[src/rtl/nios2_oci_dct_capture.sv]
// Debug-capture-trace packer: packs narrow trace entries LSB-first into words,
// queues them in a show-ahead FIFO and sequences the end-of-test flush.
module nios2_oci_dct_capture #(
  parameter int ENTRY_W = 10,
  parameter int ENTRIES = 3,
  parameter int CNT_W   = 4,
  parameter int DEPTH   = 8,
  parameter int DROP_W  = 8
) (
  input  logic                         clk,
  input  logic                         reset_n,
  input  logic                         entry_valid,
  input  logic [ENTRY_W-1:0]           entry_data,
  input  logic                         test_ending,
  input  logic                         rd_ready,
  output logic                         rd_valid,
  output logic [ENTRY_W*ENTRIES-1:0]   rd_data,
  output logic [CNT_W-1:0]             rd_count,
  output logic [ENTRY_W*ENTRIES-1:0]   dct_buffer,
  output logic [CNT_W-1:0]             dct_count,
  output logic [$clog2(DEPTH):0]       fifo_level,
  output logic                         overflow,
  output logic [DROP_W-1:0]            dropped_words,
  output logic                         test_has_ended
);

  localparam int WORD_W = ENTRY_W * ENTRIES;
  localparam int PTR_W  = $clog2(DEPTH);
  localparam int LVL_W  = PTR_W + 1;
  localparam logic [CNT_W-1:0] LAST_SLOT = CNT_W'(ENTRIES - 1);
  localparam logic [LVL_W-1:0] FULL_LVL  = LVL_W'(DEPTH);

  typedef enum logic [1:0] {
    S_RUN   = 2'd0,
    S_FLUSH = 2'd1,
    S_DRAIN = 2'd2,
    S_ENDED = 2'd3
  } state_t;

  state_t              r_state;
  logic [WORD_W-1:0]   r_mem_data [DEPTH];
  logic [CNT_W-1:0]    r_mem_cnt  [DEPTH];
  logic [PTR_W-1:0]    r_wr_ptr;
  logic [PTR_W-1:0]    r_rd_ptr;
  logic [LVL_W-1:0]    r_level;
  logic [WORD_W-1:0]   r_buffer;
  logic [CNT_W-1:0]    r_count;
  logic                r_overflow;
  logic [DROP_W-1:0]   r_dropped;
  logic                r_ended;

  logic                w_pop;
  logic                w_space;
  logic                w_accept;
  logic                w_complete;
  logic                w_flush_push;
  logic                w_push;
  logic                w_drop;
  logic [WORD_W-1:0]   w_packed;
  logic [WORD_W-1:0]   w_push_data;
  logic [CNT_W-1:0]    w_push_cnt;

  // A full FIFO still has room when the head leaves on the same edge.
  assign w_pop        = (r_level != LVL_W'(0)) & rd_ready;
  assign w_space      = (r_level < FULL_LVL) | w_pop;
  assign w_accept     = (r_state == S_RUN) & entry_valid;
  assign w_complete   = w_accept & (r_count == LAST_SLOT);
  assign w_flush_push = (r_state == S_FLUSH) & (r_count != CNT_W'(0)) & w_space;
  assign w_push       = (w_complete & w_space) | w_flush_push;
  assign w_drop       = w_complete & ~w_space;

  // Insert the incoming entry into its slot of the packing register.
  always_comb begin
    w_packed = r_buffer;
    for (int i = 0; i < ENTRIES; i++) begin
      if (r_count == CNT_W'(i)) begin
        w_packed[i*ENTRY_W +: ENTRY_W] = entry_data;
      end else begin
        w_packed[i*ENTRY_W +: ENTRY_W] = r_buffer[i*ENTRY_W +: ENTRY_W];
      end
    end
  end

  // Select the word written into the FIFO: a completed word or the flushed partial.
  always_comb begin
    w_push_data = r_buffer;
    w_push_cnt  = r_count;
    if (w_complete) begin
      w_push_data = w_packed;
      w_push_cnt  = CNT_W'(ENTRIES);
    end else begin
      w_push_data = r_buffer;
      w_push_cnt  = r_count;
    end
  end

  // FIFO storage; contents need no reset since the pointers qualify them.
  always_ff @(posedge clk) begin
    if (w_push) begin
      r_mem_data[r_wr_ptr] <= w_push_data;
      r_mem_cnt[r_wr_ptr]  <= w_push_cnt;
    end
  end

  // Pointers, packing register, overflow accounting and end-of-test sequencing.
  always_ff @(posedge clk or negedge reset_n) begin
    if (!reset_n) begin
      r_state    <= S_RUN;
      r_wr_ptr   <= PTR_W'(0);
      r_rd_ptr   <= PTR_W'(0);
      r_level    <= LVL_W'(0);
      r_buffer   <= WORD_W'(0);
      r_count    <= CNT_W'(0);
      r_overflow <= 1'b0;
      r_dropped  <= DROP_W'(0);
      r_ended    <= 1'b0;
    end else begin
      if (w_push) begin
        r_wr_ptr <= r_wr_ptr + PTR_W'(1);
      end
      if (w_pop) begin
        r_rd_ptr <= r_rd_ptr + PTR_W'(1);
      end
      case ({w_push, w_pop})
        2'b10:   r_level <= r_level + LVL_W'(1);
        2'b01:   r_level <= r_level - LVL_W'(1);
        default: r_level <= r_level;
      endcase

      if (w_drop) begin
        r_overflow <= 1'b1;
        if (r_dropped != {DROP_W{1'b1}}) begin
          r_dropped <= r_dropped + DROP_W'(1);
        end
      end

      // The packing register clears even when a completed word is dropped.
      if (w_complete || w_flush_push) begin
        r_buffer <= WORD_W'(0);
        r_count  <= CNT_W'(0);
      end else if (w_accept) begin
        r_buffer <= w_packed;
        r_count  <= r_count + CNT_W'(1);
      end

      case (r_state)
        S_RUN: begin
          if (test_ending) begin
            r_state <= S_FLUSH;
          end
        end
        S_FLUSH: begin
          if ((r_count == CNT_W'(0)) || w_flush_push) begin
            r_state <= S_DRAIN;
          end
        end
        S_DRAIN: begin
          if (r_level == LVL_W'(0)) begin
            r_state <= S_ENDED;
            r_ended <= 1'b1;
          end
        end
        S_ENDED: begin
          r_ended <= 1'b1;
        end
        default: begin
          r_state <= S_RUN;
        end
      endcase
    end
  end

  assign rd_valid       = (r_level != LVL_W'(0));
  assign rd_data        = r_mem_data[r_rd_ptr];
  assign rd_count       = r_mem_cnt[r_rd_ptr];
  assign dct_buffer     = r_buffer;
  assign dct_count      = r_count;
  assign fifo_level     = r_level;
  assign overflow       = r_overflow;
  assign dropped_words  = r_dropped;
  assign test_has_ended = r_ended;

endmodule

[config.mk]
export PLATFORM = sky130hd
export DESIGN_NAME = nios2_oci_dct_capture
export DESIGN_NICKNAME = d
export VERILOG_FILES = /design/src/rtl/nios2_oci_dct_capture.sv
export SDC_FILE = /design/constraint.sdc
export NUM_CORES = 1
export LEC_CHECK = 0
export ABC_AREA = 1
export CAP_MARGIN = 20
export CORE_UTILIZATION = 35
export DETAILED_ROUTE_END_ITERATION = 12
export HOLD_SLACK_MARGIN = 0.03
export PLACE_DENSITY_LB_ADDON = 0.3
export SLEW_MARGIN = 30
export SYNTH_ARGS = -nofsm -noshare
export SYNTH_HDL_FRONTEND = slang
export SYNTH_SLANG_ARGS = --single-unit
[constraint.sdc]
create_clock -name clk -period 5.3 [get_ports clk]
set_input_delay 0.53 -clock clk [delete_from_list [all_inputs] [get_ports clk]]
set_output_delay 0.53 -clock clk [all_outputs]
set_load 0.02 [all_outputs]
== Word level (Yosys, flattened, before mapping) ==
Memory sizes are Yosys's and may differ from the RTL's.
Cells that the tools add are included.

* Bits in registers: 56
* Memory bits (writable): 272
* Input port bits: 15
* Output and inout bits: 83
* Memories kept: 2

{| class="wikitable"
|+ Memory list
! name !! words !! bits a word !! rd ports !! clocked after Yosys merged registers in !! wr ports !! line !! text
|-
| r_mem_data || 8 || 30 || 1 || 0 || 1 || 41 || <nowiki>logic [WORD_W-1:0] r_mem_data [DEPTH];</nowiki>
|-
| r_mem_cnt || 8 || 4 || 1 || 0 || 1 || 42 || <nowiki>logic [CNT_W-1:0] r_mem_cnt [DEPTH];</nowiki>
|}

* Add/subtract/negate cells: 6
* Order comparisons: 1
* Eq/ne operators: 11
* Multiplexer cells: 18
* Bitwise logic cells: 10
* Reductions and logical operators: 14

{| class="wikitable"
|+ Operators with widths
! operator !! count
|-
| two-way mux 30 bit || 3
|-
| two-way mux 10 bit || 3
|-
| two-way mux 4 bit || 3
|-
| adder 4 x 1 -> 4 bit (second input constant) || 2
|-
| adder 8 x 1 -> 8 bit (second input constant) || 1
|-
| zero test 4 bit || 2
|-
| != test 8 bit (second input constant) || 1
|-
| one-hot mux 4 bit (2 select lines) || 1
|-
| nonzero test 4 bit || 2
|-
| bitwise AND 1 bit || 7
|-
| adder 3 x 1 -> 3 bit (second input constant) || 2
|-
| == test 2 bit (second input constant) || 3
|-
| two-way mux 2 bit || 3
|-
| one-hot mux 2 bit (3 select lines) || 1
|-
| nonzero test 2 bit || 3
|-
| == test 2 x 1 -> 1 bit (second input constant) || 2
|-
| == test 4 x 1 -> 1 bit (second input constant) || 1
|-
| == test 4 x 2 -> 1 bit (second input constant) || 1
|-
| less-than comparator 4 bit (second input constant) || 1
|-
| != test 2 bit (second input constant) || 2
|-
| AND reduction 2 bit || 2
|-
| AND reduction 4 bit || 1
|-
| subtractor 4 x 1 -> 4 bit (second input constant) || 1
|-
| two-way mux 1 bit || 3
|-
| 7 further kinds || 9
|}

== Depth between registers and ports, before layout ==
Gate-level depths: netlist of the first run.

* Depth after elaboration: 7
* Gate-level depth with buffers: 17

== Worst setup path before layout of the first run ==
OpenSTA, ideal clock, no wires.

* Kind: reg-to-reg
* Start point: register r_count[0] (netlist: dct_count[0])
* End point: memory r_mem_cnt[0][0], enable pin
* Data arrival time: 2909 ps
* Required time: 4875 ps
* Slack: 1966 ps
* Stages on the path, launching flop included: 9
* Buffers on the path: 0
* Clock period less this slack: 3334 ps
* Cell sequence: dfrtp_1 inv_1 ha_1 nand2_1 nand2_1 nand2_1 nand2_1 or2_4 nor2_1

* Word-level cells in the longest chain between the ends: 6

{| class="wikitable"
|+ RTL lines
! item !! line !! text
|-
| start, declared || 47 || <nowiki>logic [CNT_W-1:0] r_count;</nowiki>
|-
| start signal, assigned || 143 || <nowiki>r_count <= r_count + CNT_W'(1);</nowiki>
|-
| == test 4 x 2 -> 1 bit or nonzero test 4 bit (tied branches) || 67, 68 ||
|-
| bitwise AND 1 bit (on tied branches) || 67, 68 ||
|-
| bitwise AND 1 bit (on tied branches) || 69, 68 ||
|-
| bitwise OR 1 bit * || 69 || <nowiki>assign w_push = (w_complete & w_space) | w_flush_push;</nowiki>
|-
| two-way mux 1 bit * || 99 || <nowiki>if (w_push) begin</nowiki>
|-
| two-way mux 1 bit (implied by the code) * || 101 || <nowiki>r_mem_cnt[r_wr_ptr] <= w_push_cnt;</nowiki>
|-
| end, declared || 42 ||
|}

Every way passes the cells marked *; elsewhere a longest branch is shown, timed or not.

== Final worst setup path of the first run ==
* Start point: register r_rd_ptr[0]
* End point: output port rd_data[16]

* Word-level cells in the longest chain between the ends: 1

{| class="wikitable"
|+ RTL lines
! item !! line !! text
|-
| start, declared || 44 || <nowiki>logic [PTR_W-1:0] r_rd_ptr;</nowiki>
|-
| start signal, assigned || 122 || <nowiki>r_rd_ptr <= r_rd_ptr + PTR_W'(1);</nowiki>
|-
| memory (8 x 30 bit) || - ||
|-
| end, declared || 17 || <nowiki>output logic [ENTRY_W*ENTRIES-1:0] rd_data,</nowiki>
|}

Every way passes these cells.

==> impl_metrics.toml, run 1 <==
[outcome]
outcome = "complete, no violations"

[global_route]
gr-usage-all-layers_pct = 17.1
grt_max_degree = 77
grt_pass1_vias = 9061
grt_pass1_wl_mm = 53.2
grt-ovfl-total = 0
antenna_found_initial = 0

[worst_setup_path]
critPathBufInv = 3
crit_path_top_delay_cell = "dfrtp_4"
critPathMaxFanout = 63
criticalPathCategory = "reg2out"
critical_path.max_stage_delay_ps = 850
required_ps = 4770
crit_chain = "clkinv_2, buf_4, o21ai_0, o21ai_0, nand2_1, nand2_1, clkdlybuf4s50_1"
critPathArrivalTime_ps = 3820
worst_setup_path_end_kind = "primary output"
crit_family = "buffers and inverters"
cp-start-kind = "flip-flop"

[drt]
ant_nets = 0
drt_first_pass_iters = 7
routed_via_density = 4.90
wire_per_inst_um = 17.9
drc = 0
drt_wl_total_mm = 34.7
drt_iter0_drc = 761
vias = 9508

[pwr]
intPower_mw = 5.85
sw_frac_of_total_pct = 39.3
p_sw_mw = 3.78
power_mw = 9.63
power_frac_seq_pct = 37.0
ir_drop_mv = 0.249
combPwrFrac_pct = 39.7
p_leak_nw = 6.27
p_clk_share_pct = 23.4
powerDensity_nw_per_um2 = 580

[placement]
io_buffers = 97
gp_congestion = 0.780
placedCellCount = 1876
dp_hpwl_mm = 21.0
placed_cell_area_um2 = 15500
dp_slack_ps = 1440

[logic_synthesis]
synthTopCellsByArea = "edfxtp_1 59%, dfrtp_1 10%, o21ai_0 9.3%, nand2_1 7.2%, nor2_1 6.3%"
synthTopCellsByCount = "272 x edfxtp_1, 265 x nand2_1, 258 x o21ai_0"
netlist.area_leader.share_pct = 58.9
synth_async_sr_flop_share_pct = 17.1
ys_seq_elements = 328
synth_most_common_cell = "edfxtp_1"
synth_edf_count = 272
synth-seq-area-share_pct = 69.0
ys_types = 28
syn_inst = 1305
synth-main-ff-cell = "edfxtp_1"
ys_warn_count = 0
avgSynthCellArea_um2 = 10.6
synth_top_cell_by_area = "edfxtp_1"
synth_area_um2 = 13900
syn_nets = 1334

[clocking]
clockBufferDepth = 3
clk_latency_ps = 530
holdBufCountCts = 0
clk_transition_reported_paths_ps = 60
cts_resized = 0
post_cts_buffers = 0
cts_tree = "built"
clock-root-buffer = "clkbuf_16"
h-tree-depth = 2
cts_made_buffers = 35
clock_sinks = 328

[timing]
maxSlewViolCount = 0
worst_pin_slew_ps = 934
hold_slack_ps = 159
hold_viol_final = 0
fin_crit_ps = 4350
fin_ws_ps = 950
fmaxAchievable_ghz = 0.230
setup_violations = 0
period_share_pct = 82.1
rsz0062_at_grt = "no"
slew_headroom_pct = 37.1
worst_clock_skew_ps = 24.5
fin_tns_setup_ps = 0

[floorplan]
die_x_um = 201
coreArea_um2 = 38900
die_h_um = 201
start_util_pct = 35.7
die-area_um2 = 40500
ios = 98
fp-row-count = 72

[final_layout]
post-route-util_pct = 42.7
layout-drive-gt1-share_pct = 6.97
finalNonFillerCells = 1939
areaGrowthSynthToFinish_pct = 19.6
nNetsFinal = 1424
final_area_um2 = 16600

[flow_run]
maxCapViolCount = 0

[worst_hold_path]
hold_class = "in2async"
==> power groups by stage <==
| stage | registers [mW] | logic, mW | clock network [mW] |
|---|---|---|---|
| after CTS | 3.56 | 3.87 | 2.29 |
| final | 3.56 | 3.82 | 2.25 |
| after global routing | 3.60 | 4.27 | 2.38 |
| after floorplan | 3.51 | 2.37 | 0 |
| after detailed placement | 3.61 | 3.85 | 0 |
| after global placement | 3.61 | 3.78 | 0 |
==> layout make-up <==
cell class | count | area [µm²]
clock buffer | 46 | 948
antenna | 1 | 2.50
tap | 518 | 648
inverter | 76 | 287
sequential | 328 | 9580
multi-input combinational | 830 | 3790
clock inverter | 16 | 101
timing repair buffer | 124 | 1250
fill | 3699 | 22300
==> layer usage <==
metal	wire length (µm)	GRT usage, %	up-vias
met1	15900	23.6	4601
met4	848	5.40	0
met3	2400	3.76	52
met5	0	0	-
met2	15500	26.8	271
li1	-	-	4584
==> flip-flops by register name (all words and copies together) (netlist names) <==
| register | flops |
|---|---|
| r_mem_data | 240 |
| fifo_level | 4 |
| test_has_ended | 1 |
| r_wr_ptr | 3 |
| r_mem_cnt | 32 |
| overflow | 1 |
| dct_buffer | 30 |
| dropped_words | 8 |
| r_state | 2 |
| r_rd_ptr | 3 |
| dct_count | 4 |
==> cells by family after synthesis <==
kind of cell,after synthesis,synth area share [%]
AO/OA/AOI/OAI,284,10.3
XOR/XNOR,15,0.947
adder cells (fa/ha/maj),14,1.26
buffers and inverters,147,4.20
flip-flops,328,69.0
AND/OR/NAND/NOR,517,14.4
==> worst paths after layout <==
check	from	to	slack, ps	cells after the start
min in group clk	test_has_ended	test_has_ended	460	2
min	reset_n	dropped_words[1]	160	2
max	r_rd_ptr[0]	rd_data[16]	950	7
min reg2reg	test_has_ended	test_has_ended	460	2
max reg2reg	dct_count[3]	r_mem_data[1][3]	1670	9
max in group asynchronous	reset_n	r_rd_ptr[1]	4550	2
==> placed cells by master (no fill, tap or decap), types with 2 or more instances in the layout <==
| master | instances |
|---|---|
| inv_1 | 72 |
| buf_16 | 4 |
| nor2_4 | 8 |
| clkbuf_16 | 36 |
| xor2_1 | 9 |
| dfrtp_4 | 2 |
| nand3b_1 | 2 |
| edfxtp_1 | 272 |
| o21ai_1 | 38 |
| xnor2_1 | 6 |
| o21ai_0 | 242 |
| clkinv_2 | 7 |
| nor2_1 | 225 |
| clkinvlp_4 | 3 |
| clkbuf_1 | 9 |
| nor2_2 | 2 |
| nand3_1 | 6 |
| clkdlybuf4s50_1 | 96 |
| ha_1 | 14 |
| nand3_2 | 2 |
| inv_2 | 2 |
| a21oi_1 | 2 |
| clkinv_1 | 5 |
| nand4_1 | 2 |
| nand2_2 | 2 |
| dfrtp_1 | 54 |
| nand2_1 | 265 |
| buf_4 | 23 |
No activity file was read; power rests on OpenSTA's default activity.
==> run 2: changes to the inputs <==
==> constraint.sdc (replaced) <==
create_clock -name clk -period 4.4 [get_ports clk]
set_input_delay 0.44 -clock clk [delete_from_list [all_inputs] [get_ports clk]]
set_output_delay 0.44 -clock clk [all_outputs]
set_load 0.02 [all_outputs]
==> impl_metrics.toml, run 2 (synthesis results as in run 1) <==
[placement]
placed_cell_area_um2 = 15500
gp_congestion = 0.779
io_buffers = 97
dp_hpwl_mm = 19.3
dp_slack_ps = 1160

[final_layout]
final_common_cell = "edfxtp_1"
largest_register = "r_mem_data"
final_area_um2 = 16600
areaGrowthSynthToFinish_pct = 19.9
largest_register_ff_count = 240
nNetsFinal = 1428
antenna_cells = 0
mostFrequentLayoutCells = "272 x edfxtp_1, 265 x nand2_1, 247 x o21ai_0, 225 x nor2_1, 96 x clkdlybuf4s50_1"
layout-drive-gt1-share_pct = 7.03

[global_route]
grt_pass1_vias = 8996
grt-ovfl-total = 0
grt_pass1_wl_mm = 52.1
grt_max_degree = 139
gr-usage-all-layers_pct = 16.5
antenna_found_initial = 1

[timing]
period_share_pct = 84.8
fin_crit_ps = 3730
slew_headroom_pct = 33.3
fin_ws_ps = 668
fin_tns_setup_ps = 0
worst_pin_slew_ps = 990
fmaxAchievable_ghz = 0.268
worst_clock_skew_ps = 15.7
rsz0062_at_grt = "no"
setup_violations = 0
hold_viol_final = 0
maxSlewViolCount = 0

[clocking]
cts_tree = "built"
post_cts_buffers = 0
clk_transition_reported_paths_ps = 60
holdBufCountCts = 0
clockBufferDepth = 3
h-tree-depth = 2
clock-root-buffer = "clkbuf_16"
cts_resized = 0
clock_sinks = 328
clk_latency_ps = 510
cts_made_buffers = 35

[worst_setup_path]
critPathMaxFanout = 41
r2r-end = "dct_buffer[21]"
worst_setup_path_end_kind = "primary output"
required_ps = 3960
critical_path.max_stage_delay_ps = 710
reg2reg_setup_slack_ps = 1370
crit_path_top_delay_cell = "dfrtp_4"
crit_chain = "clkinv_2, buf_4, o21ai_0, o21ai_0, nand2_1, nand2_1, clkdlybuf4s50_1"
critPathArrivalTime_ps = 3290
r2r-start = "r_state[0]"
criticalPathCategory = "reg2out"
r2r_cells = 10
cp-start-kind = "flip-flop"

[floorplan]
coreArea_um2 = 38900
start_util_pct = 35.7
die_x_um = 201
fp-row-count = 72
die-area_um2 = 40500
die_h_um = 201
ios = 98

[drt]
wire_per_inst_um = 17.3
drc = 0
vias = 9417
drt_iter0_drc = 696
drt_first_pass_iters = 5
drt_wl_total_mm = 33.5
ant_nets = 0
routed_via_density = 4.85
top_layer = "met4"
wl_met3_mm = 2.20
drt-met1-wl_mm = 15.7
dr_wl_met2_mm = 15.0

[pwr]
p_leak_nw = 6.31
ir_drop_mv = 0.460
powerDensity_nw_per_um2 = 706

[flow_run]
maxCapViolCount = 0

[outcome]
outcome = "complete, no violations"

[worst_hold_path]
hold_class = "in2async"
[run 2: final cells by class]
cell class / instances / area [µm²]
fillers: 3741 / 22300
flip-flops and latches: 328 / 9580
multi-input cells: 830 / 3790
repair buffers: 128 / 1240
clock buffers: 49 / 981
well taps: 518 / 648
inverters: 76 / 287
clock inverters: 12 / 130
[run 2: worst max-delay path by stage]
| stage | from | to | cells past startpoint |
|---|---|---|---|
| 2_1_floorplan | dct_count[0] | r_mem_cnt[0][0] | 8 |
| 3_3_place_gp | r_rd_ptr[0] | rd_data[2] | 7 |
| 3_5_place_dp | r_rd_ptr[0] | rd_data[2] | 7 |
| 4_1_cts | r_rd_ptr[0] | rd_data[2] | 7 |
| 5_1_grt | r_rd_ptr[0] | rd_data[2] | 7 |
| 6_report | r_rd_ptr[0] | rd_data[2] | 7 |
[run 2: metrics by stage]
step	instances	util [%]	hold WS (ps)	power, mW
after floorplan	1305	-	144	7.09
after global placement	1880	39.9	451	8.92
after detailed placement	1880	39.9	448	8.97
after CTS	1941	42.8	114	11.9
after global routing	1941	42.8	160	12.5
final	1941	42.8	83.3	11.7
[run 2: critical path: cells and delay by family, from the launching register on]
kind                   cells  cell delay (ps)
buffers and inverters      3             1610
AOI/OAI and AO/OA          2              300
and+or+nand+nor            2              160
DFF                        1              710
[run 2: per-layer routing]
layer	global-route usage, %	up-vias
li1	-	4582
met1	23.6	4547
met2	25.4	248
met3	3.71	40
met4	4.28	0
met5	0	-
[run 2: power breakdown]
| group | internal [mW] | switching, mW | leakage [nW] | total (mW) |
|---|---|---|---|---|
| sequential | 3.91 | 0.288 | 3.24 | 4.20 |
| clock | 1.73 | 1.15 | 0.544 | 2.88 |
| combinational | 1.63 | 3.04 | 2.53 | 4.67 |
| total | 7.27 | 4.47 | 6.31 | 11.7 |
==> RTL edit 1, RTL diff (flow settings as in run 2) <==
Compare `r_count` against `LAST_SLOT` with >= in place of ==.
--- a/src/rtl/nios2_oci_dct_capture.sv
+++ b/src/rtl/nios2_oci_dct_capture.sv
@@ -66,3 +66,3 @@
   assign w_accept     = (r_state == S_RUN) & entry_valid;
-  assign w_complete   = w_accept & (r_count == LAST_SLOT);
+  assign w_complete   = w_accept & (r_count >= LAST_SLOT);
   assign w_flush_push = (r_state == S_FLUSH) & (r_count != CNT_W'(0)) & w_space;
Behaviour: same outputs for any inputs over 4 cycles, from zero or initial values and one cycle with reset_n low; that may be too few to reach the edited logic, so the function may still have changed.
==> RTL edit 1 against run 2 <==
Sequential share of layout area is 0.074 points lower; register-to-register slack worse by 0.05 ns; power hardly changed; area after synthesis is 1.5% higher; sequential cell count stayed put; wire length is 2.6% higher; final area is 0.13% higher; setup slack better by 0.32 ns; critical path type unchanged; critical endpoint is now rd_data[28]; largest power group unchanged.
==> RTL edit 1: results (changes against run 2) <==
- P_sw: 4.54 mW (+1.4%)
- Hold slack: 0.470 ns (+0.386 ns)
- FILL cells: 3775 (+0.91%)
- Vias per inst: 4.90 (+0.92%)
- Worst-path maximum fanout: 66 (+61%)
- Outcome: complete, no violations
- Worst R2R Path Depth: 13 (+3)
- CTS buffer count: 34 (-2.9%)
- Worst Setup EP: rd_data[28]
- Routed len/inst: 17.6 um (+1.9%)
- Initial drt markers: 814 (+17%)
- Arrival time worst endpoint: 2.97 ns (-0.32 ns)
- Pin count of the biggest net entering global routing: 138 (-0.72%)
- Leakage: 6.20 nW (-1.8%)
- Syn_area_per_cell: 10.7 sq um (+0.15%)
- Share of layout cells above drive strength 1: 7.77% (+0.75 points)
- Inst Count DP: 1892 (+0.64%)
- Vias in the first global route: 9224 (+2.5%)
- Internal reg-to-reg setup slack: 1.32 ns (-0.05 ns)
- Cts hold-fix bufs: 1 (+1)
- Synth cell count leaders: nand2_1, edfxtp_1, nor2_1, o21ai_0, dfrtp_1
- GP Congestion: 0.831 (+6.6%)
- Worst r2r src: dct_count[2]
- Seq/Total Area, Yosys: 67.9% (-1.0 points)
- Final clock skew: 0.0222 ns (+0.00656 ns)
- Distinct cells, synth: 30 (+7.1%)
- Setup WS pre-CTS: 1.16 ns (+0.00140 ns)
- Seq pwr share: 36.6% (+0.9 points)
- GRT Util Overall: 16.9% (+0.34 points)
- CP max stage delay: 0.90 ns (+0.19 ns)
-- RTL edit 1: cell families (layout without fill, tap and decap cells) --
kind of cell | Yosys count | after routing | share of synthesized area, %
AO/OA/AOI/OAI | 266 | 266 | 10.0
XOR/XNOR | 12 | 12 | 0.746
adder cells (fa/ha/maj) | 14 | 14 | 1.24
buffers and inverters | 122 | 227 | 3.78
flip-flops | 328 | 328 | 67.9
AND/OR/NAND/NOR | 581 | 581 | 16.3
-- RTL edit 1: layer usage --
metal | track usage [%] | vias up | share of wire [%]
met3 | 3.05 | 56 | 5.4
met2 | 27.0 | 248 | 46
met5 | 0 | - | 0
met4 | 4.67 | 0 | 2.2
met1 | 23.5 | 4612 | 46
li1 | - | 4646 | -
-- RTL edit 1: cell type report --
type	instances	area (sq um)	share of cell area, %
flip-flops and latches	328	9580	57.5
multi-input cells	873	4030	24.2
repair buffers	118	1160	6.98
clock buffers	50	942	5.65
well taps	525	657	3.94
inverters	49	185	1.11
clock inverters	10	113	0.676
==> RTL edit 2, RTL diff (settings of run 2) <==
Without the edit above. Change the parameter `DROP_W` from 8 to 6.
--- a/src/rtl/nios2_oci_dct_capture.sv
+++ b/src/rtl/nios2_oci_dct_capture.sv
@@ -7,3 +7,3 @@
   parameter int DEPTH   = 8,
-  parameter int DROP_W  = 8
+  parameter int DROP_W  = 6
 ) (
Interface: changed (resized dropped_words); port bits go from 98 to 96. The function was not compared with the original's and may differ.
==> RTL edit 2 against run 2 <==
Global-route usage shrank 0.052 points; area after synthesis shrank 0.63%; final area shrank 0.58%; wire length shrank 0.44%; critical path depth is the same; power shrank 0.32%; setup slack gained 0.25 ns; sequential cell count shrank 2.
==> RTL edit 2: results (changes against run 2) <==
- Net Count, Synth: 1320 (-1.0%)
- CTS buffer count: 34 (-2.9%)
- Nets: 1408 (-1.4%)
- Worst-path maximum fanout: 84 (+100%)
- Syn_area_per_cell: 10.7 sq um (+0.45%)
- Vias per inst: 4.84 (-0.30%)
- GRT Util Overall: 16.5% (-0.052 points)
- Met1 Track Usage GR: 23.7% (+0.12 points)
- GP Congestion: 0.762 (-2.2%)
- Root Buffer: clkbuf_16
- Share of layout cells above drive strength 1: 7.28% (+0.25 points)
- Routed len/inst: 17.4 um (+0.64%)
- Buffers, non-clock: 123 (-3.9%)
- Logic inverters: 75 (-1.3%)
- Distinct cells, synth: 31 (+11%)
- Met2 Use GR: 25.1% (-0.25 points)
- Initial drt markers: 757 (+8.8%)
- CTS H-Tree Depth: 2 (unchanged)
- Largest Register: r_mem_data
- Worst vdd ir: 0.339 mV (-26%)
- Initial antenna violation count: 0 (-1)
- Leakage: 6.23 nW (-1.3%)
- DP Wirelength: 19.6 mm (+1.5%)
- Fin area: 0.0165 sq mm (-0.58%)
- First-pass GRT wire length: 51.6 mm (-1.1%)
- Seq area share: 57.6% (about the same)
- TritonCTS Sinks: 326 (-0.61%)
- Setup WS pre-CTS: 1.38 ns (+0.227 ns)
- Vias in the first global route: 8810 (-2.1%)
- Final clock skew: 0.0150 ns (-0.000659 ns)
- Measured slew at the worst slew-check pin: 0.976 ns (-0.0139 ns)
- GR Util met3: 3.00% (-0.71 points)
- CLK BUF: 46 (-6.1%)
- Pin count of the biggest net entering global routing: 111 (-20%)
- Outcome: complete, no violations
- Seq/Total Area, Yosys: 69.0% (+0.075 points)
- Max FFs per register: 240 (unchanged)
- PortBufs: 95 (-2.1%)
- Area of the multi-input gates: 0.00374 sq mm (-1.2%)
- Multi-input gates: 819 (-1.3%)
- Post-Layout Cell Count: 1920 (-1.1%)
- DP Area: 0.0154 sq mm (-0.80%)
- Clk cell area share: 6.80% (+0.13 points)
- Largest cells by area after synthesis: edfxtp_1, dfrtp_1, o21ai_0, nand2_1, nor2_1
- Synth cell count leaders: edfxtp_1, o21ai_0, nand2_1, nor2_1, inv_1
[RTL edit 2: changes by cell type in the layout (fill, tap and decap cells not counted), sizes merged, moves of 2 or more]
cell,delta
buf,-4
clkbuf,-3
clkdlybuf4s50,-2
clkinv,-2
dfrtp,-2
nand2,-9
xnor2,-2
[RTL edit 2: power breakdown]
| part | switching [mW] | internal, mW | leakage, nW |
|---|---|---|---|
| combinational | 2.94 | 1.60 | 2.48 |
| sequential | 0.376 | 3.88 | 3.20 |
| clock | 1.15 | 1.76 | 0.549 |
| total | 4.46 | 7.25 | 6.23 |
[RTL edit 2: metal layers]
layer / share of wire, % / up-vias / routed length, um
met5: 0 / - / 0
met4: 2.4 / 0 / 804
met3: 6.2 / 43 / 2080
met2: 45 / 277 / 14900
met1: 47 / 4435 / 15600
li1: - / 4532 / -
[RTL edit 2: cells by family after synthesis]
kind of cell             count (synthesis)  share of synthesized area, %
AO/OA/AOI/OAI                          286                          10.4
XOR/XNOR                                12                         0.762
adder cells (fa/ha/maj)                 14                          1.27
buffers and inverters                  146                          4.28
flip-flops                             326                          69.0
AND/OR/NAND/NOR                        507                          14.2
[RTL edit 2: worst paths after layout]
| path | to | start | cells after the start | slack, ns |
|---|---|---|---|---|
| worst max register to register | r_mem_data[5][24] | dct_count[0] | 11 | 1.50 |
| worst min register to register | overflow | overflow | 2 | 0.47 |
| worst max-delay path | rd_data[7] | r_rd_ptr[0] | 7 | 0.92 |
| max in group asynchronous | r_rd_ptr[1] | reset_n | 3 | 3.27 |
| worst min-delay path | dct_buffer[11] | reset_n | 2 | 0.45 |
| min in group clk | overflow | overflow | 2 | 0.47 |
[RTL edit 2: what timing repair did]
action                                 4_1_cts  5_1_grt
endpoints found under the hold margin        0       38
hold buffers                                 0        1
setup buffers                                0        0
resized for setup                            0        0
